<file path="src/rtl/mmc3_irq_sched_pkg.sv">
// Shared encodings for the MMC3 scanline IRQ scheduler: register selects,
// savestate field selects and the A12 qualifier states.
package mmc3_irq_pkg;

    typedef enum logic [1:0] {
        REG_LATCH   = 2'd0,
        REG_RELOAD  = 2'd1,
        REG_DISABLE = 2'd2,
        REG_ENABLE  = 2'd3
    } reg_sel_e;

    typedef enum logic [1:0] {
        SS_LATCH   = 2'd0,
        SS_ENABLE  = 2'd1,
        SS_COUNTER = 2'd2,
        SS_PENDING = 2'd3
    } ss_sel_e;

    typedef enum logic [1:0] {
        Q_LOW     = 2'd0,
        Q_HIGH    = 2'd1,
        Q_HIGH_NQ = 2'd2
    } q_state_e;

endpackage

</file>
<file path="src/rtl/mmc3_irq_sched_a12_qualifier.sv">
// Synchronises M2 and PPU A12, deglitches A12 and emits a one-clk tick for
// each A12 rise that followed enough M2 falls with A12 low.
module a12_qualifier
    import mmc3_irq_pkg::*;
#(
    parameter int unsigned MIN_LOW_M2 = 3,
    parameter int unsigned DG_LEN     = 2
) (
    input  logic clk,
    input  logic map_rst,
    input  logic m2,
    input  logic ppu_a12,
    input  logic ss_act,
    output logic a12_tick
);

    localparam int unsigned DGW = $clog2(DG_LEN + 1);

    logic           m2_s1, m2_s2, m2_d;
    logic           a12_s1, a12_s2, a12f;
    logic [DGW-1:0] dg_cnt;
    logic [3:0]     low_cnt;
    logic           m2_fall;
    logic           tick_raw;
    q_state_e       state, state_nxt;

    assign m2_fall = m2_d & ~m2_s2;

    always_ff @(posedge clk) begin
        if (map_rst) begin
            m2_s1  <= 1'b0;
            m2_s2  <= 1'b0;
            m2_d   <= 1'b0;
            a12_s1 <= 1'b0;
            a12_s2 <= 1'b0;
            a12f   <= 1'b0;
            dg_cnt <= '0;
        end else begin
            m2_s1  <= m2;
            m2_s2  <= m2_s1;
            m2_d   <= m2_s2;
            a12_s1 <= ppu_a12;
            a12_s2 <= a12_s1;
            // Filtered level follows only after DG_LEN consecutive differing samples.
            if (a12_s2 == a12f) begin
                dg_cnt <= '0;
            end else if (dg_cnt == DGW'(DG_LEN - 1)) begin
                a12f   <= a12_s2;
                dg_cnt <= '0;
            end else begin
                dg_cnt <= dg_cnt + 1'b1;
            end
        end
    end

    always_ff @(posedge clk) begin
        if (map_rst) begin
            state   <= Q_LOW;
            low_cnt <= '0;
        end else begin
            state <= state_nxt;
            if (state_nxt != Q_LOW) begin
                low_cnt <= '0;
            end else if (m2_fall && (low_cnt != 4'hF)) begin
                low_cnt <= low_cnt + 4'd1;
            end
        end
    end

    always_comb begin
        state_nxt = state;
        tick_raw  = 1'b0;
        case (state)
            Q_LOW: begin
                if (a12f) begin
                    tick_raw  = (low_cnt >= 4'(MIN_LOW_M2));
                    state_nxt = tick_raw ? Q_HIGH : Q_HIGH_NQ;
                end
            end
            Q_HIGH, Q_HIGH_NQ: begin
                if (!a12f) state_nxt = Q_LOW;
            end
            default: state_nxt = Q_LOW;
        endcase
    end

    assign a12_tick = tick_raw & ~ss_act;

endmodule

</file>
<file path="src/rtl/mmc3_irq_sched.sv">
// MMC3 scanline IRQ counter on a single clock: qualified A12 ticks, CPU
// register writes and savestate access, resolved by a fixed priority.
module mmc3_irq_sched
    import mmc3_irq_pkg::*;
#(
    parameter int unsigned MIN_LOW_M2 = 3,
    parameter int unsigned DG_LEN     = 2
) (
    input  logic       clk,
    input  logic       map_rst,
    input  logic       m2,
    input  logic       ppu_a12,
    input  logic       mmc3a,
    input  logic       reg_we,
    input  logic [1:0] reg_sel,
    input  logic [7:0] reg_dat,
    input  logic       ss_we,
    input  logic [1:0] ss_sel,
    input  logic [7:0] ss_din,
    input  logic       ss_act,
    output logic [7:0] ss_dout,
    output logic       irq,
    output logic [7:0] irq_ctr,
    output logic       a12_tick
);

    logic [7:0] latch, ctr, step_next;
    logic       enable, reload_req;
    logic       trig, reload_wr, ack_wr, do_step;

    a12_qualifier #(
        .MIN_LOW_M2(MIN_LOW_M2),
        .DG_LEN    (DG_LEN)
    ) u_qual (
        .clk     (clk),
        .map_rst (map_rst),
        .m2      (m2),
        .ppu_a12 (ppu_a12),
        .ss_act  (ss_act),
        .a12_tick(a12_tick)
    );

    always_comb begin
        step_next = ((ctr == 8'd0) || reload_req) ? latch : ctr - 8'd1;
        trig      = mmc3a ? ((step_next == 8'd0) && ((ctr != 8'd0) || reload_req))
                          : (step_next == 8'd0);
        reload_wr = reg_we && (reg_sel == REG_RELOAD);
        ack_wr    = reg_we && (reg_sel == REG_DISABLE);
        do_step   = a12_tick && !reload_wr;
    end

    always_ff @(posedge clk) begin
        if (map_rst) begin
            latch      <= '0;
            ctr        <= '0;
            enable     <= 1'b0;
            irq        <= 1'b0;
            reload_req <= 1'b0;
        end else if (ss_we) begin
            case (ss_sel)
                SS_LATCH:   latch  <= ss_din;
                SS_ENABLE:  enable <= ss_din[0];
                SS_COUNTER: ctr    <= ss_din;
                SS_PENDING: irq    <= ss_din[0];
                default:    ;
            endcase
        end else begin
            if (reg_we) begin
                case (reg_sel)
                    REG_LATCH:   latch <= reg_dat;
                    REG_RELOAD: begin
                        ctr        <= '0;
                        reload_req <= 1'b1;
                    end
                    REG_DISABLE: begin
                        enable <= 1'b0;
                        irq    <= 1'b0;
                    end
                    REG_ENABLE:  enable <= 1'b1;
                    default:     ;
                endcase
            end
            // Step uses pre-write latch/enable; an acknowledge in the same clk suppresses the trigger.
            if (do_step) begin
                ctr        <= step_next;
                reload_req <= 1'b0;
                if (trig && enable && !ack_wr) irq <= 1'b1;
            end
        end
    end

    always_comb begin
        ss_dout = '0;
        case (ss_sel)
            SS_LATCH:   ss_dout = latch;
            SS_ENABLE:  ss_dout = {7'd0, enable};
            SS_COUNTER: ss_dout = ctr;
            SS_PENDING: ss_dout = {7'd0, irq};
            default:    ss_dout = '0;
        endcase
    end

    assign irq_ctr = ctr;

endmodule
</file>
<file path="config.mk">
export PLATFORM = sky130hd
export DESIGN_NAME = mmc3_irq_sched
export DESIGN_NICKNAME = d
export VERILOG_FILES = /design/src/rtl/mmc3_irq_sched_pkg.sv /design/src/rtl/mmc3_irq_sched_a12_qualifier.sv /design/src/rtl/mmc3_irq_sched.sv
export SDC_FILE = /design/constraint.sdc
export NUM_CORES = 1
export LEC_CHECK = 0
export ABC_AREA = 1
export BUFFER_PORTS_ARGS = -buffer_cell sky130_fd_sc_hd__buf_2
export CAP_MARGIN = 20
export CORE_ASPECT_RATIO = 1.4
export CORE_MARGIN = 5
export CORE_UTILIZATION = 50
export DETAILED_ROUTE_END_ITERATION = 16
export GPL_ROUTABILITY_DRIVEN = 1
export GPL_TIMING_DRIVEN = 0
export PLACE_DENSITY = 0.75
export REMOVE_ABC_BUFFERS = 1
export SLEW_MARGIN = 25
export SYNTH_ARGS = -nofsm -noshare
export SYNTH_HDL_FRONTEND = slang
export SYNTH_SLANG_ARGS = --single-unit
</file>
<file path="constraint.sdc">
create_clock -name clk -period 1.75 [get_ports clk]
set_input_delay 0.35 -clock clk [delete_from_list [all_inputs] [get_ports clk]]
set_output_delay 0.35 -clock clk [all_outputs]
set_load 0.02 [all_outputs]
</file>
# Word-level counts from Yosys, hierarchy flattened
# Cells that the tools add are included.
[totals] ram_bits=0 reg_bits=33 mem_bits_ro=0 mem_count=0 out_inout_bits=18 latch_bits=0
[classes] multipliers=0 div=0 n_eq_ne=15 shift=0 n_reduce_logical=33 mux=31 order_cmp=1 n_bitwise=6 addsub=3
[ops] cell="8-bit 2-to-1 mux" count=10
[ops] cell="8-bit one-hot mux with 4 select lines" count=1
[ops] cell="8-bit logical NOT" count=2
[ops] cell="1-bit 2-to-1 mux" count=15
[ops] cell="3-bit AND reduction" count=4
[ops] cell="2-bit equality test (second input constant)" count=5
[ops] cell="2-bit nonzero test" count=5
[ops] cell="3-bit nonzero test" count=3
[ops] cell="2-bit by 1-bit equality test with 1-bit output (second input constant)" count=4
[ops] cell="2-bit by 1-bit inequality test with 1-bit output (second input constant)" count=4
[ops] cell="8-bit nonzero test" count=1
[ops] cell="8-bit by 1-bit subtractor with 8-bit output (second input constant)" count=1
[ops] cell="1-bit logical AND" count=7
[ops] cell="2-bit logical NOT" count=3
[ops] cell="2-bit 2-to-1 mux" count=3
[ops] cell="4-bit by 1-bit adder with 4-bit output (second input constant)" count=1
[ops] cell="4-bit by 2-bit >= comparator with 1-bit output (second input constant)" count=1
[ops] cell="4-bit inequality test (second input constant)" count=1
[ops] cell="1-bit NOT" count=4
[ops] cell="2-bit one-hot mux with 2 select lines" count=1
[ops] cell="2-bit OR reduction" count=2
[ops] cell="3-bit OR reduction" count=1
[ops] cell="2-bit by 1-bit adder with 2-bit output (second input constant)" count=1
[ops] cell="1-bit AND" count=2
[ops] cell="other kinds (5)" count=7

# Logic depth before layout (Yosys ltp)
[depth] depth_word=11 ltp_mapped=15 ltp_nobuf=15

# Hierarchy
# Synthesis repeated with hierarchy kept, for this count alone.
[hier_totals] hier_cells=304 area_unflattened_um2=2055.7
[modules_own_cells] mod="mmc3_irq_sched" n_inst=1 seq_area_each_um2=380.4 cells_each=221 area_per_inst_um2=1412.6
[modules_own_cells] mod="a12_qualifier" n_inst=1 seq_area_each_um2=280.3 cells_each=83 area_per_inst_um2=643.1

# Worst setup path after synthesis
# No wires, ideal clock.
[synth_timing] path_kind="register -> register" startpoint="register ctr[0], in the netlist irq_ctr[0]" endpoint="register irq" path_stages_with_launch=13 arrival_ns=1.580 n_path_buf=0 setup_slack_ns=0.054 path_cell_list="dfxtp_1 inv_1 ha_1 nand3_1 nor2_1 nor2_2 nand3_1 o21ai_0 nor2_1 nand3_1 nand2_1 nand2_1 a21oi_2"
[synth_between] elab_chain_len=11
[synth_lines] item="from (decl)" line_no="mmc3_irq_sched.sv:27" text="logic [7:0] latch, ctr, step_next;"
[synth_lines] item="from (signal assigned)" line_no="mmc3_irq_sched.sv:63" text="SS_COUNTER: ctr <= ss_din;"
[synth_lines] item="from (signal assigned)" line_no="mmc3_irq_sched.sv:85" text="ctr <= step_next;"
[synth_lines] item="parallel branches: the longest is 5 deep, another holds 8-bit by 1-bit subtractor with 8-bit output"
[synth_lines] item="1-bit 2-to-1 mux *" line_no="mmc3_irq_sched.sv:45" text="trig = mmc3a ? ((step_next == 8'd0) && ((ctr != 8'd0) || reload_req))"
[synth_lines] item="1-bit logical AND * (2 in series)" line_no="mmc3_irq_sched.sv:87" text="if (trig && enable && !ack_wr) irq <= 1'b1;"
[synth_lines] item="1-bit 2-to-1 mux *" line_no="mmc3_irq_sched.sv:87"
[synth_lines] item="1-bit 2-to-1 mux *" line_no="mmc3_irq_sched.sv:84" text="if (do_step) begin"
[synth_lines] item="1-bit 2-to-1 mux *" line_no="mmc3_irq_sched.sv:59" text="end else if (ss_we) begin"
[synth_lines] item="to (signal assigned)" line_no="mmc3_irq_sched.sv:64" text="SS_PENDING: irq <= ss_din[0];"
[synth_lines] item="to (decl)" line_no="mmc3_irq_sched.sv:22" text="output logic irq,"
# Mark *: on every way between the ends.
# A chain may end at the register's enable or synchronous reset.

# Worst setup path in the final report
# Ends and elaborated chain as after synthesis.

==> reports/metrics.cfg <==
[sta]
slew_headroom = 0.683
fin_crit_ps = 1720
tightest_slew_ps = 474
max_freq_mhz = 581
finalWorstSetupSlack_ps = 27.8
final_hold_viol_count = 0
rsz0062_at_grt = true
fin_crit_sh = 0.984
whs_ps = 263
finalSetupViolCount = 0
clock_skew_ps = 5.78
maxSlewViolCount = 0

[floorplan]
die_h_um = 85.0
core_area_um2 = 3920
num_io_pins = 46
rows = 27
dieArea_um2 = 5410
initial_core_util = 0.513
die_w_um = 63.6

[synthesis]
ys_seq_area_frac = 0.329
yosysTopAreaCellShare = 0.329
syn_area_um2 = 2010
ys_ff_latch = 33
yosysUniqueCellTypes = 31
synth_top_area_cell = dfxtp_1
syn_inst = 304
yosys_warnings = 0
synth.area.top_cells = dfxtp_1 (33%), nand2_1 (11%), inv_1 (9.1%)
syn-mean-instance-area_um2 = 6.61

[clock_tree]
cts_tree = yes
h-tree-depth = 2
clk_pin_slew_ps = 70
clockBufferDepth = 2
clock_sinks = 33
cts-root-buf = clkbuf_8
insertion_delay_ps = 290
cts_inserted_buffers = 5

[status]
status = finished, final reports clean

[cells_and_area]
area_delta_synth_final_pct = 28.7
fin_area_um2 = 2590
utilization = 0.660
antennaDiodeCount = 0
drive_gt1_frac = 0.370
final_nets = 395

[drt]
wl_per_cell_um = 13.2
via_count = 2187
viasPerCell = 5.40
first_iter_violations = 140
routed_wl_um = 5340
drtAntennaViolNets = 0
drc = 0
drtPass1Iterations = 4

[hold_path]
hp-class = input port to register
holdPathEnd = u_qual.m2_s1
hp-start = m2
holdPathStages = 3

[setup_path]
worstRegToRegCells = 15
cp_cell_sequence = inv_4, ha_4, inv_2, nor2_2, nand2_2, nand2_4, nand2_1, nand2_1, inv_2, nand2_2, nor2_2, nand3_1, nand2_1, nand2_1, a21oi_2
reg2reg_to = irq
worstPathArrival_ps = 1950
cp_slowest_cell = dfxtp_4
cp_max_fo = 6
cp.required_ps = 1980
r2r-start = irq_ctr[0]
worst_path_largest_cell_delay_ps = 370
crit_path_start_kind = register
critPathKind = register to register
cp-end-kind = register
ff2ff_setup_slack_ps = 30
path_common_cell = nand2_1

[flow_run]
maxCapViolations = 0

[placed_design]
gp_congestion = 0.862
numPortBuffers = 45
pre_cts_ws_ps = -654
dp.final_hpwl_um = 3880
post_dp_cell_area_um2 = 2260

[pwr]
power_density_nw_per_um2 = 792
ir_drop_uv = 543
leakage_nw = 1.24
total_power_w = 0.00205

[global_routing]
grt_max_degree = 20
grt_usage = 0.194
gr-total-overflow = 0
antenna_found_initial = 0
grt_pass1_vias = 2046
grt_pass1_wl_um = 8630

registers in the layout (all words and copies together), names as in the netlist, 2 cells and up:
register / count
irq_ctr: 8
latch: 8
u_qual.dg_cnt: 2
u_qual.low_cnt: 4
u_qual.state: 2
cell families after synthesis:
logic type                 Yosys count  synth area share
xor gates and xnor gates             2           0.00871
AOI/OAI and AO/OA                   74             0.237
and+or+nand+nor                    130             0.274
adders and majority gates            6            0.0373
buffers and inverters               59             0.114
DFF                                 33             0.329
power by group:
part	switching, W	internal (W)
logic	0.000398	0.000258
clock network	0.000284	0.000275
registers	0.0000371	0.000795
worst max path at each step:
| stage | start | to | slack, ps | depth (start not counted) |
|---|---|---|---|---|
| after global routing | irq_ctr[0] | irq | -70 | 15 |
| after floorplan | u_qual.state[0] | irq_ctr[5] | -70 | 9 |
| after CTS | u_qual.state[0] | a12_tick | 5 | 6 |
| after global placement | ss_we | latch[1] | -620 | 6 |
| after detailed placement | ss_we | latch[2] | -650 | 6 |
| final | irq_ctr[0] | irq | 30 | 15 |
metal layers:
layer / share of wire / vias to the layer above / track usage
met5: 0 / - / 0
met3: 0.040 / 17 / 0.0397
li1: - / 1108 / -
met2: 0.54 / 63 / 0.360
met4: 0.030 / 0 / 0.0907
met1: 0.38 / 999 / 0.204
cell type report:
cell class / instances / area [um2]
clock buffers: 6 / 72.6
repair buffers: 56 / 327
clock inverters: 2 / 10.0
flip-flops and latches: 33 / 678
inverters: 53 / 205
fillers: 343 / 1330
well taps: 43 / 53.8
multi-input cells: 212 / 1240
cell usage after synthesis:
cell type	n
a211oi_2	8
a21oi_1	15
a21oi_2	2
a31o_2	1
a31oi_1	4
and3_4	1
buf_2	1
buf_6	1
clkbuf_1	4
clkinv_1	1
dfxtp_1	33
ha_1	6
inv_1	49
inv_2	3
nand2_1	61
nand2_2	4
nand2_4	1
nand3_1	16
nand4_1	4
nor2_1	40
nor2_2	2
o2111ai_1	1
o211ai_1	2
o21ai_0	27
o21ai_1	4
o21ai_2	3
o22ai_1	6
o31ai_1	1
or2_2	1
xnor2_1	1
xor2_1	1
cell usage in the layout, fill, tap and decap left out, types with 2 or more instances in the layout:
| cell | synthesis | final |
|---|---|---|
| o21ai_0 | 27 | 27 |
| o21ai_4 | 0 | 3 |
| nor2_1 | 40 | 35 |
| clkbuf_8 | 0 | 5 |
| inv_1 | 49 | 44 |
| a211oi_2 | 8 | 8 |
| o211ai_1 | 2 | 2 |
| inv_2 | 3 | 6 |
| a31oi_1 | 4 | 4 |
| ha_1 | 6 | 2 |
| ha_2 | 0 | 3 |
| nand2_2 | 4 | 21 |
| nor2_2 | 2 | 5 |
| inv_4 | 0 | 2 |
| o22ai_1 | 6 | 6 |
| a21oi_2 | 2 | 2 |
| clkinv_2 | 0 | 3 |
| nor2_4 | 0 | 2 |
| o21ai_1 | 4 | 3 |
| dfxtp_2 | 0 | 8 |
| dfxtp_4 | 0 | 2 |
| a21oi_1 | 15 | 15 |
| nand3_1 | 16 | 14 |
| nand3_2 | 0 | 2 |
| nand2_1 | 61 | 44 |
| buf_4 | 0 | 10 |
| dfxtp_1 | 33 | 23 |
| nand4_1 | 4 | 4 |
| buf_2 | 1 | 44 |
worst max-delay path, delay by kind of cell (launching register included):
family                   cells  cell delay (ps)
AO/OA/AOI/OAI                1              120
adder cells (fa/ha/maj)      1              160
buffers and inverters        3              180
AND/OR/NAND/NOR             10              830
flip-flops                   1              370
what timing repair did:
action / in CTS / in global routing
hold buffers: 0 / 0
endpoints found under the setup margin: 17 / 10
setup buffers: 3 / 8
hold endpoints to repair: 0 / 0
pin swaps: 2 / 19
resized for setup: 11 / 46
metrics by stage:
step	TNS [ps]	std cells
floorplan	-205	298
global placement	-6170	386
detailed placement	-6630	386
CTS	0	397
global route	-163	405
finish	0	405
No activity file was read; power rests on OpenSTA's default activity.
